==> src/rtl/io_pkg.sv <==
// Board I/O constants shared by the input conditioner and the computer's I/O decode.
package io_pkg;

    localparam int unsigned N_KEY_DEF           = 4;
    localparam int unsigned N_SW_DEF            = 10;
    localparam int unsigned DEBOUNCE_CYCLES_DEF = 50000;

    // Counter width able to hold DEBOUNCE_CYCLES+2 (the settle terminal value).
    function automatic int unsigned cnt_width(input int unsigned debounce_cycles);
        return $clog2(debounce_cycles + 3);
    endfunction

endpackage

==> src/rtl/debounce_bit.sv <==
// One input bit: 2-flop synchroniser, stability counter, accepted level and edge pulses.
module debounce_bit
    import io_pkg::*;
#(
    parameter int unsigned DEBOUNCE_CYCLES = DEBOUNCE_CYCLES_DEF,
    parameter bit          SYNC_RST        = 1'b0,
    parameter bit          INVERT          = 1'b0
) (
    input  logic clock,
    input  logic reset,
    input  logic i_pin,
    input  logic i_ready,
    output logic o_level,
    output logic o_rise,
    output logic o_fall,
    output logic o_change
);

    localparam int unsigned        CNT_W    = cnt_width(DEBOUNCE_CYCLES);
    localparam logic [CNT_W-1:0]   CNT_LAST = CNT_W'(DEBOUNCE_CYCLES - 1);

    logic             r_sync1;
    logic             r_sync2;
    logic [CNT_W-1:0] r_cnt;
    logic             r_level;
    logic             r_rise;
    logic             r_fall;
    logic             r_change;
    logic             w_sample;

    // Polarity fix-up sits after the synchroniser so the flop pair stays logic-free.
    assign w_sample = r_sync2 ^ INVERT;

    always_ff @(posedge clock) begin
        if (reset) begin
            r_sync1  <= SYNC_RST;
            r_sync2  <= SYNC_RST;
            r_cnt    <= '0;
            r_level  <= 1'b0;
            r_rise   <= 1'b0;
            r_fall   <= 1'b0;
            r_change <= 1'b0;
        end else begin
            r_sync1  <= i_pin;
            r_sync2  <= r_sync1;
            r_rise   <= 1'b0;
            r_fall   <= 1'b0;
            r_change <= 1'b0;
            if (w_sample == r_level) begin
                r_cnt <= '0;
            end else if (r_cnt == CNT_LAST) begin
                r_cnt    <= '0;
                r_level  <= w_sample;
                r_rise   <= i_ready & w_sample;
                r_fall   <= i_ready & ~w_sample;
                r_change <= i_ready;
            end else begin
                r_cnt <= r_cnt + CNT_W'(1);
            end
        end
    end

    assign o_level  = r_level;
    assign o_rise   = r_rise;
    assign o_fall   = r_fall;
    assign o_change = r_change;

endmodule

==> src/rtl/input_conditioner.sv <==
// Synchronises and debounces KEY/SW pins; pulses are held off until the post-reset settle window ends.
module input_conditioner
    import io_pkg::*;
#(
    parameter int unsigned N_KEY           = N_KEY_DEF,
    parameter int unsigned N_SW            = N_SW_DEF,
    parameter int unsigned DEBOUNCE_CYCLES = DEBOUNCE_CYCLES_DEF
) (
    input  logic             clock,
    input  logic             reset,
    input  logic [N_KEY-1:0] key_n_in,
    input  logic [N_SW-1:0]  sw_in,
    output logic [N_KEY-1:0] key_level,
    output logic [N_KEY-1:0] key_press,
    output logic [N_KEY-1:0] key_release,
    output logic [N_SW-1:0]  sw_level,
    output logic [N_SW-1:0]  sw_change,
    output logic             ready
);

    localparam int unsigned      CNT_W      = cnt_width(DEBOUNCE_CYCLES);
    localparam logic [CNT_W-1:0] SETTLE_MAX = CNT_W'(DEBOUNCE_CYCLES + 2);

    logic [CNT_W-1:0] r_settle;
    logic             r_ready;
    logic [N_KEY-1:0] w_key_change_unused;
    logic [N_SW-1:0]  w_sw_rise_unused;
    logic [N_SW-1:0]  w_sw_fall_unused;

    // Settle window: long enough for levels held through reset to be accepted silently.
    always_ff @(posedge clock) begin
        if (reset) begin
            r_settle <= '0;
            r_ready  <= 1'b0;
        end else if (r_settle != SETTLE_MAX) begin
            r_settle <= r_settle + CNT_W'(1);
            if (r_settle == SETTLE_MAX - CNT_W'(1)) begin
                r_ready <= 1'b1;
            end
        end
    end

    assign ready = r_ready;

    for (genvar g = 0; g < N_KEY; g++) begin : g_key
        debounce_bit #(
            .DEBOUNCE_CYCLES(DEBOUNCE_CYCLES),
            .SYNC_RST       (1'b1),
            .INVERT         (1'b1)
        ) u_db (
            .clock   (clock),
            .reset   (reset),
            .i_pin   (key_n_in[g]),
            .i_ready (r_ready),
            .o_level (key_level[g]),
            .o_rise  (key_press[g]),
            .o_fall  (key_release[g]),
            .o_change(w_key_change_unused[g])
        );
    end

    for (genvar g = 0; g < N_SW; g++) begin : g_sw
        debounce_bit #(
            .DEBOUNCE_CYCLES(DEBOUNCE_CYCLES),
            .SYNC_RST       (1'b0),
            .INVERT         (1'b0)
        ) u_db (
            .clock   (clock),
            .reset   (reset),
            .i_pin   (sw_in[g]),
            .i_ready (r_ready),
            .o_level (sw_level[g]),
            .o_rise  (w_sw_rise_unused[g]),
            .o_fall  (w_sw_fall_unused[g]),
            .o_change(sw_change[g])
        );
    end

endmodule

==> config.mk <==
export PLATFORM = sky130hd
export DESIGN_NAME = input_conditioner
export DESIGN_NICKNAME = d
export VERILOG_FILES = /design/src/rtl/io_pkg.sv /design/src/rtl/debounce_bit.sv /design/src/rtl/input_conditioner.sv
export SDC_FILE = /design/constraint.sdc
export NUM_CORES = 1
export LEC_CHECK = 0
export CAP_MARGIN = 10
export CELL_PAD_IN_SITES_DETAIL_PLACEMENT = 0
export CELL_PAD_IN_SITES_GLOBAL_PLACEMENT = 2
export CORE_MARGIN = 5
export CORE_UTILIZATION = 35
export CTS_CLUSTER_DIAMETER = 150
export CTS_CLUSTER_SIZE = 24
export DETAILED_ROUTE_END_ITERATION = 12
export GPL_TIMING_DRIVEN = 0
export PLACE_DENSITY = 0.85
export SYNTH_ARGS = -nofsm -noshare
export SYNTH_HDL_FRONTEND = slang
export SYNTH_SLANG_ARGS = --single-unit
==> constraint.sdc <==
create_clock -name clock -period 2 [get_ports clock]
set_input_delay 0.3 -clock clock [delete_from_list [all_inputs] [get_ports clock]]
set_output_delay 0.3 -clock clock [all_outputs]
set_load 0.02 [all_outputs]
### Yosys cells after proc, flatten, opt, wreduce, memory -nomap -nowiden

Cells that the tools add are included.

* add/sub/neg operators: 15
* eq/ne operators: 30
* bitwise logic cells: 40
* reductions and logical operators: 43

Operator list (number)
* $add A16 B1 Y16 const B: 15
* $eq A16 B16 Y1 const B: 15
* $reduce_or A3 Y1: 28
* $not A1 Y1: 32
* $reduce_and A2 Y1: 15
* $ne A16 B16 Y1 const B: 1
* $eq A1 B1 Y1: 14
* $and A1 B1 Y1: 8

* flip-flop bits (word level): 301
* input port bits: 16
* output and inout port bits: 33
* word-level logic and storage cells: 204

### Logic depth before layout (Yosys ltp)

* depth in word-level cells: 4
* depth in mapped cells: 7
* mapped depth without buffers: 5

### By module

From an unflattened synthesis, not the netlist that was laid out.

* cells, all modules: 1415
* area, all modules: 13344.0 sq um

Modules (own cells, without submodules)
* debounce_bit (g_sw[0].u_db ...): instances 9, cells each 94, area an instance 895.9 sq um, seq. area each 440.4 sq um
* debounce_bit (g_key[0].u_db ...): instances 4, cells each 95, area an instance 889.6 sq um, seq. area each 440.4 sq um
* debounce_bit (g_sw[9].u_db): instances 1, cells each 96, area an instance 909.6 sq um, seq. area each 440.4 sq um
* input_conditioner: instances 1, cells each 93, area an instance 813.3 sq um, seq. area each 340.3 sq um

### Worst setup path before layout

Ideal clock, no wire load.

* path type: register -> register
* start point: reg g_sw[0].u_db.r_cnt[10]
* end point: reg g_sw[0].u_db.r_cnt[15]
* setup time: 0.115 ns
* data arrival time: 1.812 ns
* data required time: 1.885 ns
* setup slack: 0.074 ns
* stages on the path, launching flop included: 6
* buffers on the path: 1
* period minus slack after synthesis: 1.926 ns
* path through: dfxtp_1 or4_1 or4_4 o21ai_4 buf_6 nor2_1

* cells in the longest elaborated chain, start to end: 2
* elaborated cells between the ends (all ways): 3
* those cells by class: add/sub: 1; eq/ne: 1; reduce/logical: 1

RTL lines
* start: declaration: line debounce_bit.sv:24 `logic [CNT_W-1:0] r_cnt;`
* start signal: assignment: line debounce_bit.sv:58 `r_cnt <= r_cnt + CNT_W'(1);`
* parallel branches: the longest is 2 deep, another holds $add A16 B1 Y16

Several ways; the timed one is not identified.
A chain may end at the register's enable or synchronous reset.

### Final worst setup path

* start point: reg g_sw[0].u_db.r_cnt[10]
* end point: reg g_sw[0].u_db.r_cnt[3]

* cells in the longest elaborated chain, start to end: 2

RTL lines
* $eq A16 B16 Y1: line debounce_bit.sv:51 `end else if (r_cnt == CNT_LAST) begin`
* $reduce_or A3 Y1 (no line)

Every way passes these cells.

==> impl_metrics.tcl <==
set metrics [dict create \
    clk_root_buffer_cell "clkbuf_16" \
    hold_viol_final 0 \
    final.period_utilization 1.00 \
    endpoint_kind "register" \
    p_per_area_nw_per_um2 666 \
    grt_overflow 0 \
    wire_per_inst_um 13.2 \
    p_comb_frac 0.021 \
    area_delta_synth_final_pct 14.2 \
    start_util 0.352 \
    p_switching_uw 2090 \
    worst_ep_arrival_time_ns 2.41 \
    vias 9440 \
    core_sq_um 36300 \
    worstMarginPinSlew_ns 0.484 \
    netlist.area_leader.share 0.471 \
    numCtsBuffers 16 \
    async_flop_share 0 \
    totalWireLength_um 26000 \
    fin_area_sq_um 14600 \
    drtIter0Drc 247 \
    hp-class "input pin to register" \
    totalPowerFinal_uw 9740 \
    grt_first_pass_wirelength_um 44100 \
    fin_setup_tns_ns -0.0109 \
    power_frac_clock 0.357 \
    synth_edf_count 0 \
    skew_ns 0.0150 \
    startpoint_type "register" \
    rrSetupSlack_ns -0.004 \
    h-tree-depth 1 \
    path_clk_slew_ns 0.10 \
    grt_pass1_vias 9020 \
    yosysSeqAreaShare 0.471 \
    hold_slack_ns 0.330 \
    remaining_drc_errors 0 \
    cp.required_ns 2.41 \
    io_buffers 48 \
    p_int_uw 7650 \
    die_h_um 201 \
    fin_ws_ns -0.00359 \
    grt_start_max_net_pins 25 \
    grt_setup_unrepaired "yes" \
    multiInputGateArea_sq_um 6330 \
    rows 70 \
    violations "negative setup slack" \
    crit_fanout 6 \
    setup_viol 5 \
    status "finished with violations" \
    syn_nets 1459 \
    via_per_inst 4.80 \
    antenna_cells_inserted 0 \
    top_level_ports 49 \
    netlist-cell-type-count 45 \
    place_ws_ns -1.52 \
    r2r_end "g_sw[0].u_db.r_cnt[3]" \
    clock.fmax_mhz 499 \
    place_hpwl_um 17800 \
    yosysMostFrequentCell "dfxtp_1" \
    syn-cell-area_sq_um 12800 \
    antenna_found_initial 1 \
    clkLatencyLatePin_ns 0.51 \
    period_minus_slack_ns 2.00 \
    cts_tree "built" \
    die_area_sq_um 40500 \
    drive_above_1_share 0.100 \
    switching_share 0.215 \
    cts_sinks 301 \
    ys_top_cells_by_area "dfxtp_1 47%, xnor2_1 11%, nor2_1 8.6%, xor2_1 3.6%, nand3_1 3.2%" \
    synthTopCellsByCount "301 x dfxtp_1, 293 x nor2_1, 167 x xnor2_1" \
    p_seq_frac 0.621 \
    synth_cells 1426 \
    gp_congestion 0.774 \
    drv_slew 0 \
    synth_seq_cells 301 \
    critPathLaunch "g_sw[0].u_db.r_cnt[10]" \
    r2r.worst_path.cells 5 \
    antenna_left 0 \
    slew-limit-headroom 0.676 \
    clk_path_buf_depth 3 \
    synth_top_cell_by_area "dfxtp_1" \
    synth.avg_cell_area_sq_um 8.98 \
    die_x_um 201 \
    endpoint "g_sw[0].u_db.r_cnt[3]" \
    timing.rr.start "g_sw[0].u_db.r_cnt[10]" \
    grt_util_all_layers 0.125 \
    seq_area_sq_um 6060 \
    cap_violations 0 \
    yosysWarnings 0 \
    drt_first_pass_iters 4 \
    synthFlopType "dfxtp_1" \
    placed_area_sq_um 13900 \
    final_net_count 1530 \
    vdd_drop_max_uv 611 \
    crit_type "register to register" \
    fill_cells 3639 \
    power.leakage_uw 0.00448 \
]
flip-flops by register name, indices dropped and copies added, names as in the netlist:
| name | count |
|---|---|
| g_key.u_db.o_fall | 4 |
| g_key.u_db.o_level | 4 |
| g_key.u_db.o_rise | 4 |
| g_key.u_db.r_cnt | 64 |
| g_key.u_db.r_sync1 | 4 |
| g_key.u_db.r_sync2 | 4 |
| g_sw.u_db.o_change | 10 |
| g_sw.u_db.o_level | 10 |
| g_sw.u_db.r_cnt | 160 |
| g_sw.u_db.r_sync1 | 10 |
| g_sw.u_db.r_sync2 | 10 |
| r_settle | 16 |
| ready | 1 |
routing by layer:
metal,track usage,vias up,part of all wire
li1,-,4943,-
met2,0.210,97,0.45
met1,0.173,4371,0.50
met3,0.0174,29,0.028
met5,0,-,0
met4,0.0283,0,0.021
how the worst min path moves through the flow:
| stage | start | cells after the start | to | slack (ns) |
|---|---|---|---|---|
| after CTS | sw_in[0] | 2 | g_sw[0].u_db.r_sync1 | 0.31 |
| after floorplan | g_key[0].u_db.r_sync1 | 1 | g_key[0].u_db.r_sync2 | 0.39 |
| after global routing | sw_in[2] | 2 | g_sw[2].u_db.r_sync1 | 0.32 |
| after detailed placement | g_key[1].u_db.r_sync1 | 1 | g_key[1].u_db.r_sync2 | 0.40 |
| after global placement | g_key[1].u_db.r_sync1 | 1 | g_key[1].u_db.r_sync2 | 0.39 |
| final | sw_in[0] | 2 | g_sw[0].u_db.r_sync1 | 0.33 |
logic make-up after synthesis:
group,Yosys count,share of synthesized area
AND/OR/NAND/NOR,746,0.297
flip-flops,301,0.471
XOR/XNOR,219,0.150
buffers and inverters,113,0.0458
multiplexers,10,0.00811
AO/OA/AOI/OAI,20,0.0120
adder cells (fa/ha/maj),17,0.0166
power by group through the flow:
stage               combinational, uW  clock (uW)  sequential (uW)
floorplan                         112           0             6190
global placement                  198           0             6200
detailed placement                198           0             6200
CTS                               206        3670             6060
finish                            205        3480             6050
global route                      228        3880             6060
critical path, cell delays in order, from the launching register on:
cell,delay [ns]
dfxtp_4,0.35
or4_1,0.52
or4_4,0.59
o21ai_4,0.24
buf_4,0.17
nor2_1,0.04
cell type report:
class / count / share of cell area
plain buffers: 56 / 0.0267
repair buffers: 65 / 0.0439
clock buffers: 17 / 0.0291
clock inverters: 1 / 0.00111
flip-flops and latches: 301 / 0.414
well taps: 468 / 0.0401
multi-input cells: 1012 / 0.433
inverters: 45 / 0.0116
layout by cell type (no fill, tap or decap), types with 4 or more instances in the layout:
| cell type | n |
|---|---|
| nand4b_1 | 8 |
| a21oi_1 | 5 |
| and4_1 | 11 |
| clkbuf_2 | 5 |
| and3_1 | 22 |
| mux2i_1 | 7 |
| nand2_1 | 58 |
| or2_2 | 10 |
| buf_4 | 43 |
| nand4_1 | 61 |
| ha_1 | 17 |
| dfxtp_1 | 285 |
| or4_4 | 4 |
| nor2_2 | 5 |
| buf_6 | 11 |
| nand3_1 | 76 |
| nor4bb_1 | 6 |
| xor2_1 | 52 |
| nor4_1 | 54 |
| clkbuf_1 | 7 |
| nand3_2 | 6 |
| dfxtp_4 | 4 |
| inv_1 | 45 |
| dfxtp_2 | 12 |
| or4bb_1 | 5 |
| nor3_1 | 58 |
| nor4b_1 | 8 |
| clkdlybuf4s50_1 | 45 |
| or4_1 | 5 |
| clkbuf_16 | 17 |
| nor4_4 | 4 |
| or3_1 | 8 |
| clkbuf_4 | 5 |
| nand2b_1 | 6 |
| xnor2_1 | 167 |
| nor2b_1 | 23 |
| nor2_1 | 286 |
through the flow:
stage,utilization,cells
finish,0.402,1965
global route,0.402,1965
CTS,0.398,1963
detailed placement,0.382,1942
global placement,0.382,1942
floorplan,-,1426
timing repair:
item | CTS | global route
endpoints found under the hold margin | 0 | 0
gates cloned | 2 | 1
hold buffers | 0 | 0
endpoints found under the setup margin | 241 | 171
resized for setup | 32 | 50
setup buffers | 11 | 3
pin swaps | 7 | 20
No activity file was read; power rests on OpenSTA's default activity.
==> RTL edit 1: new RTL, same flow settings <==
`INVERT` is set to 1'b0 in 2 places; all go to 1'b1.
--- a/src/rtl/debounce_bit.sv
+++ b/src/rtl/debounce_bit.sv
@@ -6,3 +6,3 @@
     parameter bit          SYNC_RST        = 1'b0,
-    parameter bit          INVERT          = 1'b0
+    parameter bit          INVERT          = 1'b1
 ) (
--- a/src/rtl/input_conditioner.sv
+++ b/src/rtl/input_conditioner.sv
@@ -65,3 +65,3 @@
             .SYNC_RST       (1'b0),
-            .INVERT         (1'b0)
+            .INVERT         (1'b1)
         ) u_db (
Formal check against the unedited RTL: same outputs for any inputs over 4 cycles, from zero or initial values and one cycle with reset high; that may be too few to reach the edited logic, so the function may still have changed.
==> RTL edit 1 against the original RTL <==
Area after synthesis hardly changed; utilization is 0.32 points lower; cell area is 0.80% lower; worst setup slack better by 70 ps; sequential power is 2% higher; synthesized cell count is 0.14% higher; power is 1.8% higher; cell count stayed put; first-iteration DRC count is 26% higher; wire length is 1.1% lower; count of clock-buffer cells in the layout is 1 lower; sequential cell count stayed put.
==> RTL edit 1: results (changes against the original RTL) <==
| Metric | Value |
|---|---|
| Result of the run | `complete, no violations (was finished, violations left)` |
| Placement-stage cell area | `0.0139 mm² (about the same)` |
| Slowest cell on crit path | `or4b_2 (was or4_4)` |
| Placed instance count | `1944 (was 1942)` |
| Peak supply drop | `0.457 mV (was 0.611 mV)` |
| Hold WS | `327 ps (was 330 ps)` |
| Worst Path Max Fanout | `10 (was 6)` |
| Worst slack at placement | `-1360 ps (was -1520 ps)` |
| Max H-tree Level | `1 (unchanged)` |
| Via density per instance | `4.83 (was 4.80)` |
| Setup violators final | `0 (was 5)` |
| Count of input and output buffers | `48 (unchanged)` |
| CTS clk-pin slew, worst paths | `100 ps (about the same)` |
| Number of global-route vias before repair | `8936 (was 9020)` |
| Wire length of the first global-routing pass | `43.9 mm (was 44.1 mm)` |
| Sequential cell area fraction in the yosys report | `0.471 (about the same)` |
| Element type at the critical path end | `flip-flop (unchanged)` |
| 1st-iter DRT viols | `311 (was 247)` |
| Yosys cell types | `47 (was 45)` |
| Number of detailed-routing iterations run before antenna repair | `5 (was 4)` |
| Worst Hold Endpoint | `g_sw[0].u_db.r_sync1$_SDFF_PP0_ (unchanged)` |
| Hold Crit Depth | `2 (unchanged)` |
| Worst-case clock skew | `26.7 ps (was 15.0 ps)` |
| Arrival @ worst endpoint | `2350 ps (was 2410 ps)` |
| Reg-to-reg slack, setup | `70 ps (was -4 ps)` |
| Post-synthesis average cell area | `8.96 µm² (was 8.98 µm²)` |
| Number of antenna cells inserted | `0 (unchanged)` |
| Number of vias after detailed routing | `9487 (was 9440)` |
| Largest stage delay on the critical path | `720 ps (was 590 ps)` |
| Top cells by count, synth | `dfxtp_1, nor2_1, xnor2_1 (unchanged)` |
| Overall Global Routing Usage | `0.124 (was 0.125)` |
| Fillers | `3694 (was 3639)` |
| Skew-Pair Late Insertion Delay | `520 ps` |
| Main area contributors after synthesis | `dfxtp_1, xnor2_1, nor2_1 (unchanged)` |
| Lkg Pwr | `4.72 nW (was 4.48 nW)` |
| WL final | `25.7 mm (was 26.0 mm)` |
| Category of the critical setup timing path | `reg -> reg (unchanged)` |
| Layout cell share with drive strength beyond 1 | `0.0842 (was 0.100)` |
| Antenna violations before repair | `0 (was 1)` |
| Final weighted congestion in routability-driven placement | `0.770 (was 0.774)` |
| Half-perimeter wire length of the detailed placement result | `17.8 mm (about the same)` |
| Critical path capture point | `g_sw[7].u_db.r_cnt[11]$_SDFF_PP0_ (was g_sw[0].u_db.r_cnt[3]$_SDFF_PP0_)` |
| Inserted Clock Buffers | `16 (unchanged)` |
| Slew @ Worst Pin | `838 ps (was 484 ps)` |
| Critical register-to-register path startpoint | `g_sw[7].u_db.r_cnt[7]$_SDFF_PP0_ (was g_sw[0].u_db.r_cnt[10]$_SDFF_PP0_)` |
| Final clock period utilization by the worst path | `0.967 (was 1.00)` |
==> RTL edit 1: changes by cell type after synthesis, sizes merged, moves of 4 or more <==
cell,change
nand4b,-4
a311oi,+5
nand3,+7
or3,+4
a211o,+6
xor2,+10
nor4b,-5
xnor2,-14
nand2,+9
nor2,-34
nor3,+16
a21oi,+15
mux2i,-7
==> RTL edit 1: per-layer routing <==
layer,vias up,GRT usage,part of all wire
met5,-,0,0
met4,0,0.0276,0.019
met3,26,0.0151,0.024
met2,73,0.203,0.45
met1,4402,0.177,0.51
li1,4986,-,-
==> RTL edit 1: area by class of cell <==
cell class	instances	area, µm²	area share
sequential	301	6030	0.416
multi-input combinational	1015	6310	0.435
buffer	61	412	0.0284
clock inverter	2	32.5	0.00224
inverter	45	169	0.0117
timing repair buffer	57	559	0.0386
clock buffer	16	400	0.0276
tap	468	586	0.0404
==> RTL edit 1: kinds of logic (layout without fill, tap and decap cells) <==
kind of cell | Yosys count | after routing | synth area share
fa+ha+maj | 17 | 17 | 0.0166
xor+xnor | 215 | 215 | 0.147
simple gates | 739 | 739 | 0.298
compound gates | 42 | 42 | 0.0208
mux | 2 | 2 | 0.00176
buf+inv | 112 | 181 | 0.0450
flops | 301 | 301 | 0.471
==> RTL edit 1: power by group <==
| group | switching (mW) | internal, mW |
|---|---|---|
| Clock | 1.97 | 1.47 |
| Sequential | 0.0754 | 6.07 |
| Combinational | 0.190 | 0.134 |
| Total | 2.24 | 7.68 |
==> RTL edit 1: repair_timing <==
item	CTS	global route
setup endpoints to repair	246	134
pin swaps	2	6
hold buffers	0	0
resized for setup	19	23
buffers inserted	1	8
==> RTL edit 2: new RTL, config.mk and constraints unchanged <==
Made on the original files. Put a register stage on the output `sw_level`, with the module's reset. The value now appears one clock later. The other outputs are not delayed to match.
--- a/src/rtl/input_conditioner.sv
+++ b/src/rtl/input_conditioner.sv
@@ -22,2 +22,4 @@
     localparam logic [CNT_W-1:0] SETTLE_MAX = CNT_W'(DEBOUNCE_CYCLES + 2);
+
+    logic [N_SW-1:0] sw_level_d;
 
@@ -71,3 +73,3 @@
             .i_ready (r_ready),
-            .o_level (sw_level[g]),
+            .o_level (sw_level_d[g]),
             .o_rise  (w_sw_rise_unused[g]),
@@ -78,2 +80,10 @@
 
+    always_ff @(posedge clock) begin
+        if (reset) begin
+            sw_level <= '0;
+        end else begin
+            sw_level <= sw_level_d;
+        end
+    end
+
 endmodule
Behaviour: same outputs for any inputs over 4 cycles, from zero or initial values and one cycle with reset high; that may be too few to reach the edited logic, so the function may still have changed.
==> RTL edit 2 against the original RTL <==
First-iteration DRC count rose by 60%; worst setup slack improved by 94 ps; critical endpoint is now g_sw[3].u_db.o_level$_SDFFE_PP0P_; cell area rose by 0.45%; sequential cell count rose by 10; area after synthesis rose by 2.1%; power rose by 1.7%; highest routed layer is now met5; largest power group unchanged; wire length fell by 1.7%.
==> RTL edit 2: results (changes against the original RTL) <==
| Metric | Value |
|---|---|
| Multi-input gate count | `1030 (was 1012)` |
| Multiplexer area fraction after synthesis | `0.00995 (was 0.00811)` |
| Portion of the layout cell area used by non-clock buffers | `0.0591 (was 0.0706)` |
| Yosys cell types | `54 (was 45)` |
| Detailed-route wire length on metal 1 | `13.4 mm (was 13.0 mm)` |
| Total of clock buffers placed in the layout | `18 (was 17)` |
| Half-perimeter wire length of the detailed placement result | `17.7 mm (was 17.8 mm)` |
| Nets in the synthesized netlist | `1474 (was 1459)` |
| Main area contributors after synthesis | `dfxtp_1, xnor2_1, nor2_1 (unchanged)` |
| Area of the mapped netlist | `0.0131 mm² (was 0.0128 mm²)` |
| Synth Area in Compound Gates | `0.0145 (was 0.0120)` |
| Power of the combinational group | `0.198 mW (was 0.205 mW)` |
| Setup Fix Bufs, Post-CTS | `0 (was 11)` |
| Worst slack at placement | `-1210 ps (was -1520 ps)` |
| Share of final layout cell area taken by clock buffers and inverters | `0.0292 (was 0.0302)` |
| Lkg Pwr | `4.45 nW (was 4.48 nW)` |
| Skew-Pair Late Insertion Delay | `490 ps (was 510 ps)` |
| Layout Cells excl Fill | `1974 (was 1965)` |
| Routed length on met2 | `11.0 mm (was 11.7 mm)` |
| Post-cts resize count | `11 (was 32)` |
| Power density relative to cell area | `675 mW/mm² (was 666 mW/mm²)` |
| Uppermost layer routed | `met5 (was met4)` |
| Slew @ Worst Pin | `642 ps (was 484 ps)` |
| Routing usage on met1 | `0.178 (was 0.173)` |
| FFs & Latches | `311 (was 301)` |
| Result of the run | `complete, no violations (was finished, violations left)` |
| Placement-stage cell area | `0.0141 mm² (was 0.0139 mm²)` |
| Top cells by count, synth | `dfxtp_1, nor2_1, xnor2_1 (unchanged)` |
| 1st-iter DRT viols | `396 (was 247)` |
| Overall Power | `9.91 mW (was 9.74 mW)` |
| Area of combinational cells with multiple inputs | `0.00642 mm² (was 0.00633 mm²)` |
RTL edit 2: cell count changes after synthesis, moves of 5 or more:
cell     delta
nor2_1     -14
nor2b_1    +12
buf_4      -11
nand2_1     +5
nor3_1      +9
or3_1       +5
dfxtp_1    +10
a21oi_1     +5
xor2_1      -8
RTL edit 2: path summary, 6_finish.rpt:
check,start,to,slack [ps],cells past startpoint
setup / recovery,g_sw[3].u_db.r_cnt[7]$_SDFF_PP0_,g_sw[3].u_db.o_level$_SDFFE_PP0P_,90,4
hold / removal,sw_in[0],g_sw[0].u_db.r_sync1$_SDFF_PP0_,350,2
setup reg to reg,g_sw[3].u_db.r_cnt[7]$_SDFF_PP0_,g_sw[3].u_db.o_level$_SDFFE_PP0P_,90,4
hold reg to reg,g_key[2].u_db.r_sync1$_SDFF_PP1_,g_key[2].u_db.r_sync2$_SDFF_PP1_,410,1
RTL edit 2: worst register-to-register path, cell delays in order (launching register included):
cell and delay [ps]:
dfxtp_1 400, nor4b_2 300, nand3b_1 190, or4_4 590, mux2_1 320
